### config.mk
export PLATFORM = sky130hd
export DESIGN_NAME = simple_adder
export DESIGN_NICKNAME = d
export VERILOG_FILES = /design/src/rtl/simple_adder.sv
export SDC_FILE = /design/constraint.sdc
export NUM_CORES = 1
export LEC_CHECK = 0
export BUFFER_PORTS_ARGS = -buffer_cell sky130_fd_sc_hd__buf_4
export CAP_MARGIN = 40
export CORE_AREA = 8 8 45 47
export CTS_BUF_LIST = sky130_fd_sc_hd__clkbuf_2 sky130_fd_sc_hd__clkbuf_4 sky130_fd_sc_hd__clkbuf_8
export CTS_CLUSTER_DIAMETER = 100
export CTS_CLUSTER_SIZE = 8
export DETAILED_ROUTE_END_ITERATION = 8
export DIE_AREA = 0 0 53 55
export PLACE_DENSITY_LB_ADDON = 0.08
export SLEW_MARGIN = 20
export SYNTH_ARGS = -nofsm -noshare
export SYNTH_HDL_FRONTEND = slang
export SYNTH_SLANG_ARGS = --single-unit
### constraint.sdc
create_clock -name clk -period 1.4 [get_ports clk]
set_clock_uncertainty 0.1 [all_clocks]
set_input_delay 0.07 -clock clk [delete_from_list [all_inputs] [get_ports clk]]
set_output_delay 0.07 -clock clk [all_outputs]
set_load 0.02 [all_outputs]
### src/rtl/simple_adder.sv
// Bit-serial 2-bit adder: takes two operands MSB-first over two cycles framed
// by en_i, and returns the 3-bit sum MSB-first over three cycles framed by en_o.
module simple_adder (
  input  logic clk,
  input  logic rst_n,
  input  logic ina,
  input  logic inb,
  input  logic en_i,
  output logic out,
  output logic en_o
);

  typedef enum logic [2:0] {
    IDLE,
    RD_LSB,
    OUT2,
    OUT1,
    OUT0
  } state_t;

  state_t     state, state_nxt;
  logic       a_msb, a_msb_nxt;
  logic       b_msb, b_msb_nxt;
  logic [2:0] sum_r, sum_nxt;
  logic       out_nxt, en_o_nxt;

  // Widened before adding so the carry lands in bit 2 (3+3=6 always fits).
  function automatic logic [2:0] add2(input logic [1:0] a, input logic [1:0] b);
    return {1'b0, a} + {1'b0, b};
  endfunction

  always_comb begin
    state_nxt = state;
    a_msb_nxt = a_msb;
    b_msb_nxt = b_msb;
    sum_nxt   = sum_r;
    out_nxt   = 1'b0;
    en_o_nxt  = 1'b0;
    case (state)
      IDLE: begin
        if (en_i) begin
          a_msb_nxt = ina;
          b_msb_nxt = inb;
          state_nxt = RD_LSB;
        end
      end
      RD_LSB: begin
        sum_nxt   = add2({a_msb, ina}, {b_msb, inb});
        out_nxt   = sum_nxt[2];
        en_o_nxt  = 1'b1;
        state_nxt = OUT2;
      end
      OUT2: begin
        out_nxt   = sum_r[1];
        en_o_nxt  = 1'b1;
        state_nxt = OUT1;
      end
      OUT1: begin
        out_nxt   = sum_r[0];
        en_o_nxt  = 1'b1;
        state_nxt = OUT0;
      end
      OUT0: begin
        state_nxt = IDLE;
      end
      default: begin
        state_nxt = IDLE;
      end
    endcase
  end

  always_ff @(posedge clk or negedge rst_n) begin
    if (!rst_n) begin
      state <= IDLE;
      a_msb <= 1'b0;
      b_msb <= 1'b0;
      sum_r <= 3'd0;
      out   <= 1'b0;
      en_o  <= 1'b0;
    end else begin
      state <= state_nxt;
      a_msb <= a_msb_nxt;
      b_msb <= b_msb_nxt;
      sum_r <= sum_nxt;
      out   <= out_nxt;
      en_o  <= en_o_nxt;
    end
  end

endmodule

==> results of run 1 <==
registers in the layout (all words and copies together), names as in the netlist:
name	cells
a_msb	1
b_msb	1
en_o	1
out	1
state	3
sum_r	2
power groups by stage:
| stage | Sequential, W | Combinational (W) | Clock [W] |
|---|---|---|---|
| final | 0.000494 | 0.000536 | 0.000215 |
| after global routing | 0.000516 | 0.000607 | 0.000252 |
| after CTS | 0.000496 | 0.000552 | 0.000228 |
| after detailed placement | 0.000501 | 0.000544 | 0 |
| after global placement | 0.000497 | 0.000526 | 0 |
| after floorplan | 0.000488 | 0.000402 | 0 |
through the flow:
stage	setup slack (ns)	power [W]	area, um2	util (%)
floorplan	0.161	0.000890	437	-
global placement	0.0916	0.00102	505	36.5
global route	0.00895	0.00137	576	41.6
finish	0.101	0.00125	576	41.6
CTS	0.0618	0.00128	576	41.6
detailed placement	0.0900	0.00105	505	36.5
area by class of cell:
| class | instances | area [um2] | area share (%) |
|---|---|---|---|
| sequential | 9 | 225 | 39.1 |
| tap | 16 | 20.0 | 3.48 |
| timing repair buffer | 13 | 108 | 18.7 |
| inverter | 4 | 15.0 | 2.61 |
| multi-input combinational | 21 | 178 | 30.9 |
| clock buffer | 4 | 30.0 | 5.22 |
cells by family after synthesis:
| family | after synthesis | synth area share (%) |
|---|---|---|
| fa+ha+maj | 2 | 7.45 |
| buf+inv | 6 | 7.74 |
| mux | 2 | 5.73 |
| compound gates | 5 | 6.30 |
| simple gates | 11 | 19.2 |
| flops | 9 | 51.6 |
| xor+xnor | 1 | 2.01 |
final timing paths:
kind	slack [ns]	cells past startpoint	end
setup / recovery	0.10	2	sum_r[0]
hold / removal	0.07	2	state[1]
setup reg to reg	0.10	2	sum_r[0]
hold reg to reg	0.43	1	sum_r[0]
max in group asynchronous	1.00	2	state[2]
min in group clk	0.07	3	sum_r[0]
routing by layer:
layer / GRT usage, % / vias up / part of all wire [%]
met4: 6.47 / 0 / 0
met2: 11.3 / 6 / 50
met5: 0 / - / 0
met3: 4.01 / 0 / 9.5
met1: 5.88 / 137 / 40
li1: - / 145 / -
Yosys cell counts, types with 2 or more instances:
| cell type | count |
|---|---|
| a21oi_1 | 2 |
| dfrtp_1 | 9 |
| inv_1 | 4 |
| nand2_1 | 2 |
| nor2_1 | 5 |
| o21ai_0 | 2 |
worst max-delay path, cell delays in order, from the launching register on:
cell,delay (ns)
dfrtp_1,0.48
nor3b_4,0.29
mux2_4,0.32
timing repair:
item,CTS,global route
hold buffers,4,0
endpoints found under the hold margin,12,0
endpoints found under the setup margin,0,1
==> results.toml, run 1 <==
[status]
status = "complete, no violations"

[clock_network]
postCtsResizedCells = 0
insertion_delay_ns = 0.25
cts_setup_buffers = 0
cts_max_level = 1
cts_made_buffers = 3
tritoncts = "done"
cts_sinks = 9
cts_max_path_buffers = 2
cts-root-buf = "clkbuf_4"
clkTransAtPathRegs_ns = 0.06

[place]
dp.final_hpwl_um = 611
globalplace.congestion = 0.652
placement.io_buffers = 6
dp_cells = 59

[synthesis]
synth_nets = 43
synth_area_leaders = "dfrtp_1, nor4b_4, fa_1"
synth-edff-count = 0
synthFlopType = "dfrtp_1"
synth_area_per_cell_um2 = 12.1
ys_types = 18
ys_seq_elements = 9
syn_area_um2 = 437
yosys_warnings = 0
synthCells = 36
ys_seq_area_share_pct = 51.6
synth_top_cell_by_area = "dfrtp_1"
synth_top_area_share_pct = 51.6
async_reset_ff_share_pct = 100

[drt]
detail_route.iter0.violations = 0
via_per_inst = 4.30
drc_errors = 0
drtAntennaViolNets = 0
firstDrtPassIters = 1
detail_route.wl_per_cell_um = 11.4
vias = 288
routed_wl_um = 761

[critical_path]
crit_type = "flop to flop"
cp_max_fo = 7
critPathCaptureType = "flop"
startpoint = "state[2]"
crit_path_start_kind = "flop"
required_ns = 1.44
cp_data_arrival_time_ns = 1.34
reg2reg_from = "state[2]"

[pwr]
sw_frac_of_total_pct = 34.9
seqPwrFrac_pct = 39.6
intPower_w = 0.000810
power.leakage_nw = 0.273
power.switching_w = 0.000435
clock_power_share_pct = 17.3
p_comb_share_pct = 43.1
ir_drop_mv = 0.701
power_density_nw_per_um2 = 2160

[timing]
max_freq_mhz = 770
setup_tns_ns = 0
final_max_slew_viol_count = 0
finalHoldViolCount = 0
fin_crit_ns = 1.30
slew_headroom_pct = 79.3
period_share_pct = 92.8
setup_viol = 0
whs_ns = 0.0659
rsz0062_at_grt = "no"
tightest_slew_ns = 0.310

[finish]
finalNonFillerCells = 67
diodes = 0
mostFrequentLayoutCells = "dfrtp_1, buf_4, nor2_1"
n_fill_cell = 154
final_nets = 59
drive_gt1_share_pct = 33.3
area_delta_synth_final_pct = 31.8

[floorplanning]
core_region_area_um2 = 1380
ioPinCount = 7
die_w_um = 53
initial_core_util_pct = 31.6
dieHeight_um = 55
rows = 14
die-area_um2 = 2920

[grt]
grt_pass1_wl_mm = 1.38
grt_max_degree = 10
grt_pass1_vias = 344
grt-ovfl-total = 0
antenna_found_initial = 0
grt_usage_pct = 6.93

[min_path]
hold_path.class = "primary input to asynchronous set/reset pin"

[run]
maxCapViolations = 0
No activity file was read; power rests on OpenSTA's default activity.
==> run 2, diff against run 1 <==
==> constraint.sdc (replaced) <==
create_clock -name clk -period 1.4 [get_ports clk]
set_clock_uncertainty 0.1 [all_clocks]
set_input_delay 0.28 -clock clk [delete_from_list [all_inputs] [get_ports clk]]
set_output_delay 0.28 -clock clk [all_outputs]
set_load 0.02 [all_outputs]
==> run 2 against run 1 <==
- worst setup slack improved by 0.0015 ns
- global-route usage down 0.43 points
- routed wire length fell by 5.9%
- largest cell class unchanged
- final area is 6.5% lower
- clock power is 3% lower
- power is 2.6% lower
- combinational power decreased by 6.5%
- core utilization down 2.7 points
==> results.toml, run 2 (synthesis gave the netlist of run 1 again) <==
[status]
status = "complete, no violations"

[timing]
finalHoldViolCount = 0
whs_ns = 0.156
period_share_pct = 92.7
tightest_slew_ns = 0.317
fin_crit_ns = 1.30
slew_headroom_pct = 78.9
setup_viol = 0
rsz0062_at_grt = "no"
max_freq_mhz = 770
final_max_slew_viol_count = 0

[finish]
seq_area_um2 = 225
diodes = 0
multi_input_comb_area_um2 = 178
mostFrequentLayoutCell = "dfrtp_1"
final_nets = 55
n_fill_cell = 145
regMostFlops = "state"
largest_reg_flops = 3
mostFrequentLayoutCells = "dfrtp_1, buf_4, nor2_1"
area_delta_synth_final_pct = 23.2
finalNonFillerCells = 63
drive_gt1_share_pct = 34.0
top_regs = "state (3), sum_r (2)"

[floorplanning]
initial_core_util_pct = 31.6
core_region_area_um2 = 1380
dieHeight_um = 55
rows = 14
die-area_um2 = 2920
ioPinCount = 7
die_w_um = 53

[pwr]
power.leakage_nw = 0.256
ir_drop_mv = 0.848
power_density_nw_per_um2 = 2250

[place]
dp_cells = 58
dp.final_hpwl_um = 600
placement.io_buffers = 6
globalplace.congestion = 0.652

[clock_network]
tritoncts = "done"
insertion_delay_ns = 0.25
postCtsResizedCells = 0
cts_setup_buffers = 0
cts_sinks = 9
cts-root-buf = "clkbuf_4"
clkTransAtPathRegs_ns = 0.06
cts_max_level = 1
cts_max_path_buffers = 2
cts_made_buffers = 3

[critical_path]
crit_family = "flip-flops"
max_stage_delay_ns = 0.48
critPathCaptureType = "flop"
path_depth = 2
ff2ff_setup_slack_ns = 0.10
crit_path_start_kind = "flop"
path_cells = "nor3b_4 -> mux2_4"
reg2reg_from = "state[2]"
crit_type = "flop to flop"
cp_slowest_cell = "dfrtp_1"
r2r-end = "sum_r[0]"
required_ns = 1.44
reg2reg_depth = 2
cp_data_arrival_time_ns = 1.34
cp_max_fo = 7
crit_buf_inv = 0

[grt]
grt_max_degree = 10
gr-usage-met2_pct = 10.2
grt_use_met3_pct = 2.94
use_met1_pct = 6.21
grt_usage_pct = 6.50
antenna_found_initial = 0
top_usage_layer = "met2"
grt_pass1_wl_mm = 1.32
grt_pass1_vias = 313
grt-ovfl-total = 0

[drt]
firstDrtPassIters = 1
drc_errors = 0
drtAntennaViolNets = 0
detail_route.iter0.violations = 0
vias = 272
via_per_inst = 4.32
detail_route.wl_per_cell_um = 11.4
routed_wl_um = 716

[min_path]
hp-start = "ina"
min_to = "a_msb"
whs_path_depth = 3
hold_path.class = "primary input to flop"

[run]
maxCapViolations = 0
==> run 2: power by group <==
part	switching (W)	internal [W]
Sequential	0.000114	0.000389
Clock	0.0000799	0.000128
Combinational	0.000233	0.000267
==> run 2: repair_timing <==
action,in CTS,in global routing
setup endpoints to repair,0,1
hold buffers,1,0
hold endpoints to repair,9,0
==> run 2: through the flow <==
| stage | setup TNS (ns) | setup WS (ns) | area [um2] | utilization (%) | total power (W) |
|---|---|---|---|---|---|
| 4_1_cts | 0 | 0.0738 | 538 | 38.9 | 0.00124 |
| 5_1_grt | 0 | 0.00588 | 538 | 38.9 | 0.00134 |
| 3_5_place_dp | -0.0249 | -0.0249 | 498 | 36.0 | 0.00102 |
| 6_report | 0 | 0.102 | 538 | 38.9 | 0.00121 |
| 2_1_floorplan | 0 | 0.138 | 437 | - | 0.000890 |
| 3_3_place_gp | -0.0250 | -0.0250 | 498 | 36.0 | 0.00100 |
==> run 2: area by class of cell <==
class	count	share of cell area (%)
clock buffer	4	5.58
sequential	9	41.9
timing repair buffer	9	13.0
multi-input combinational	21	33.0
inverter	4	2.79
tap	16	3.72
==> run 2: worst max path at each step <==
stage               endpoint  slack, ns      from
floorplan                out       0.14       ina
global placement         out      -0.03       ina
detailed placement       out      -0.02       ina
CTS                      out       0.07     a_msb
global route             out      0.006     a_msb
finish              sum_r[0]       0.10  state[2]
==> run 2: worst reg2reg max path, delay by kind of cell (launching register included) <==
kind | cells | cell delay (ns)
multiplexers | 1 | 0.32
flip-flops | 1 | 0.48
AND/OR/NAND/NOR | 1 | 0.29
==> run 2: routing by layer <==
| layer | wire [um] | share of wire [%] | up-vias |
|---|---|---|---|
| li1 | - | - | 139 |
| met1 | 297 | 41 | 127 |
| met2 | 356 | 50 | 6 |
| met3 | 62 | 8.7 | 0 |
| met4 | 0 | 0 | 0 |
| met5 | 0 | 0 | - |
==> run 3, diff against run 2 <==
--- a/config.mk
+++ b/config.mk
@@ -5,7 +5,7 @@
 export SDC_FILE = /design/constraint.sdc
 export NUM_CORES = 1
 export LEC_CHECK = 0
-export BUFFER_PORTS_ARGS = -buffer_cell sky130_fd_sc_hd__buf_4
+export BUFFER_PORTS_ARGS = -buffer_cell sky130_fd_sc_hd__buf_2
 export CAP_MARGIN = 40
 export CORE_AREA = 8 8 45 47
 export CTS_BUF_LIST = sky130_fd_sc_hd__clkbuf_2 sky130_fd_sc_hd__clkbuf_4 sky130_fd_sc_hd__clkbuf_8
==> run 3 against run 2 <==
- core utilization is 0.36 points lower
- clock-buffer cell count stayed put
- worst setup slack worse by 0.0017 ns
- power is 1.1% lower
- clock power is 3% higher
- critical endpoint unchanged
- routed wire length is 0.42% lower
- global-route usage is 0.051 points higher
==> results.toml, run 3 (synthesis gave the netlist of run 1 again) <==
[critical_path]
cp_data_arrival_time_ns = 1.34
crit_type = "flop to flop"
path_cells = "nor3b_4 -> mux2_4"
crit_path_start_kind = "flop"
required_ns = 1.44
r2r-end = "sum_r[0]"
max_stage_delay_ns = 0.48
reg2reg_depth = 2
cp_slowest_cell = "dfrtp_1"
cp_max_fo = 7
ff2ff_setup_slack_ns = 0.10
reg2reg_from = "state[2]"
critPathCaptureType = "flop"

[grt]
grt_usage_pct = 6.55
grt_pass1_vias = 293
grt_max_degree = 10
grt-ovfl-total = 0
antenna_found_initial = 0
grt_pass1_wl_mm = 1.26

[pwr]
finalPower_w = 0.00120
power.leakage_nw = 0.255
ir_drop_mv = 0.848
power_density_nw_per_um2 = 2250

[finish]
diodes = 0
final_area_um2 = 533
drive_gt1_share_pct = 37.5
area_delta_synth_final_pct = 22.1
fin_util_pct = 38.5
largest_reg_flops = 3
mostFrequentLayoutCell = "dfrtp_1"
final_nets = 56
mostFrequentLayoutCells = "dfrtp_1, buf_2, nor2_1"
top_regs = "state (3), sum_r (2)"
regMostFlops = "state"

[min_path]
hold_path.class = "primary input to flop"
hp-start = "ina"
min_to = "a_msb"
whs_path_depth = 3

[drt]
drtAntennaViolNets = 0
detail_route.iter0.violations = 2
routed_wl_um = 713
detail_route.wl_per_cell_um = 11.1
vias = 291
via_per_inst = 4.55
drc_errors = 0
firstDrtPassIters = 2

[place]
globalplace.congestion = 0.680
place_area_um2 = 490
dp.final_hpwl_um = 595
placement.io_buffers = 6

[timing]
final_max_slew_viol_count = 0
max_freq_mhz = 769
tightest_slew_ns = 0.311
period_share_pct = 92.8
rsz0062_at_grt = "no"
setup_viol = 0
finalHoldViolCount = 0
fin_crit_ns = 1.30
slew_headroom_pct = 79.3

[clock_network]
cts-root-buf = "clkbuf_4"
cts_max_path_buffers = 2
tritoncts = "done"
cts_made_buffers = 3
insertion_delay_ns = 0.25
cts_sinks = 9
cts_max_level = 1
clkTransAtPathRegs_ns = 0.06

[run]
maxCapViolations = 0

[floorplanning]
ioPinCount = 7
dieHeight_um = 55
rows = 14
initial_core_util_pct = 31.6
die_w_um = 53
die-area_um2 = 2920
core_region_area_um2 = 1380

[status]
status = "complete, no violations"
run 3: changes by cell type in the layout (fill, tap and decap cells not counted), sizes merged:
cell,delta
buf,+1
run 3: how the worst max path moves through the flow:
stage,to,cells after the start,startpoint,slack [ns]
2_1_floorplan,out,6,ina,0.14
3_3_place_gp,out,7,ina,-0.03
3_5_place_dp,out,7,ina,-0.03
4_1_cts,out,5,a_msb,0.06
5_1_grt,sum_r[0],2,state[2],0.04
6_report,sum_r[0],2,state[2],0.10
run 3: metal layers:
metal / wire, um / vias to the layer above / global-route usage (%)
met5: 0 / - / 0
met4: 28 / 0 / 7.76
met3: 59 / 4 / 3.48
met2: 325 / 8 / 9.38
met1: 299 / 138 / 6.20
li1: - / 141 / -
run 3: worst max-delay path: cells and delay by family, from the launching register on:
family / cells / cell delay, ns
flops: 1 / 0.48
simple gates: 1 / 0.29
mux: 1 / 0.32
run 3: timing repair:
action | 4_1_cts | 5_1_grt
setup buffers | 0 | 0
hold buffers | 1 | 0
endpoints found under the hold margin | 9 | 0
setup endpoints to repair | 0 | 1
gates resized for setup | 0 | 1
run 3: cell type report:
cell class,instances,area (um2)
clock buffer,4,30.0
inverter,4,15.0
fill,147,851
tap,16,20.0
timing repair buffer,10,62.6
sequential,9,225
multi-input combinational,21,180
run 3: metrics by stage:
stage | cells | hold slack, ns | TNS, ns | setup WS (ns)
finish | 64 | 0.145 | 0 | 0.100
global route | 64 | 0.160 | 0 | 0.0356
CTS | 64 | 0.144 | 0 | 0.0624
detailed placement | 59 | 0.0408 | -0.0323 | -0.0323
global placement | 59 | 0.0356 | -0.0273 | -0.0273
floorplan | 36 | -0.116 | 0 | 0.138
run 3: power breakdown:
part           internal, W  switching, W
Combinational     0.000252      0.000237
Clock             0.000129     0.0000853
Sequential        0.000389      0.000107
Total             0.000770      0.000429
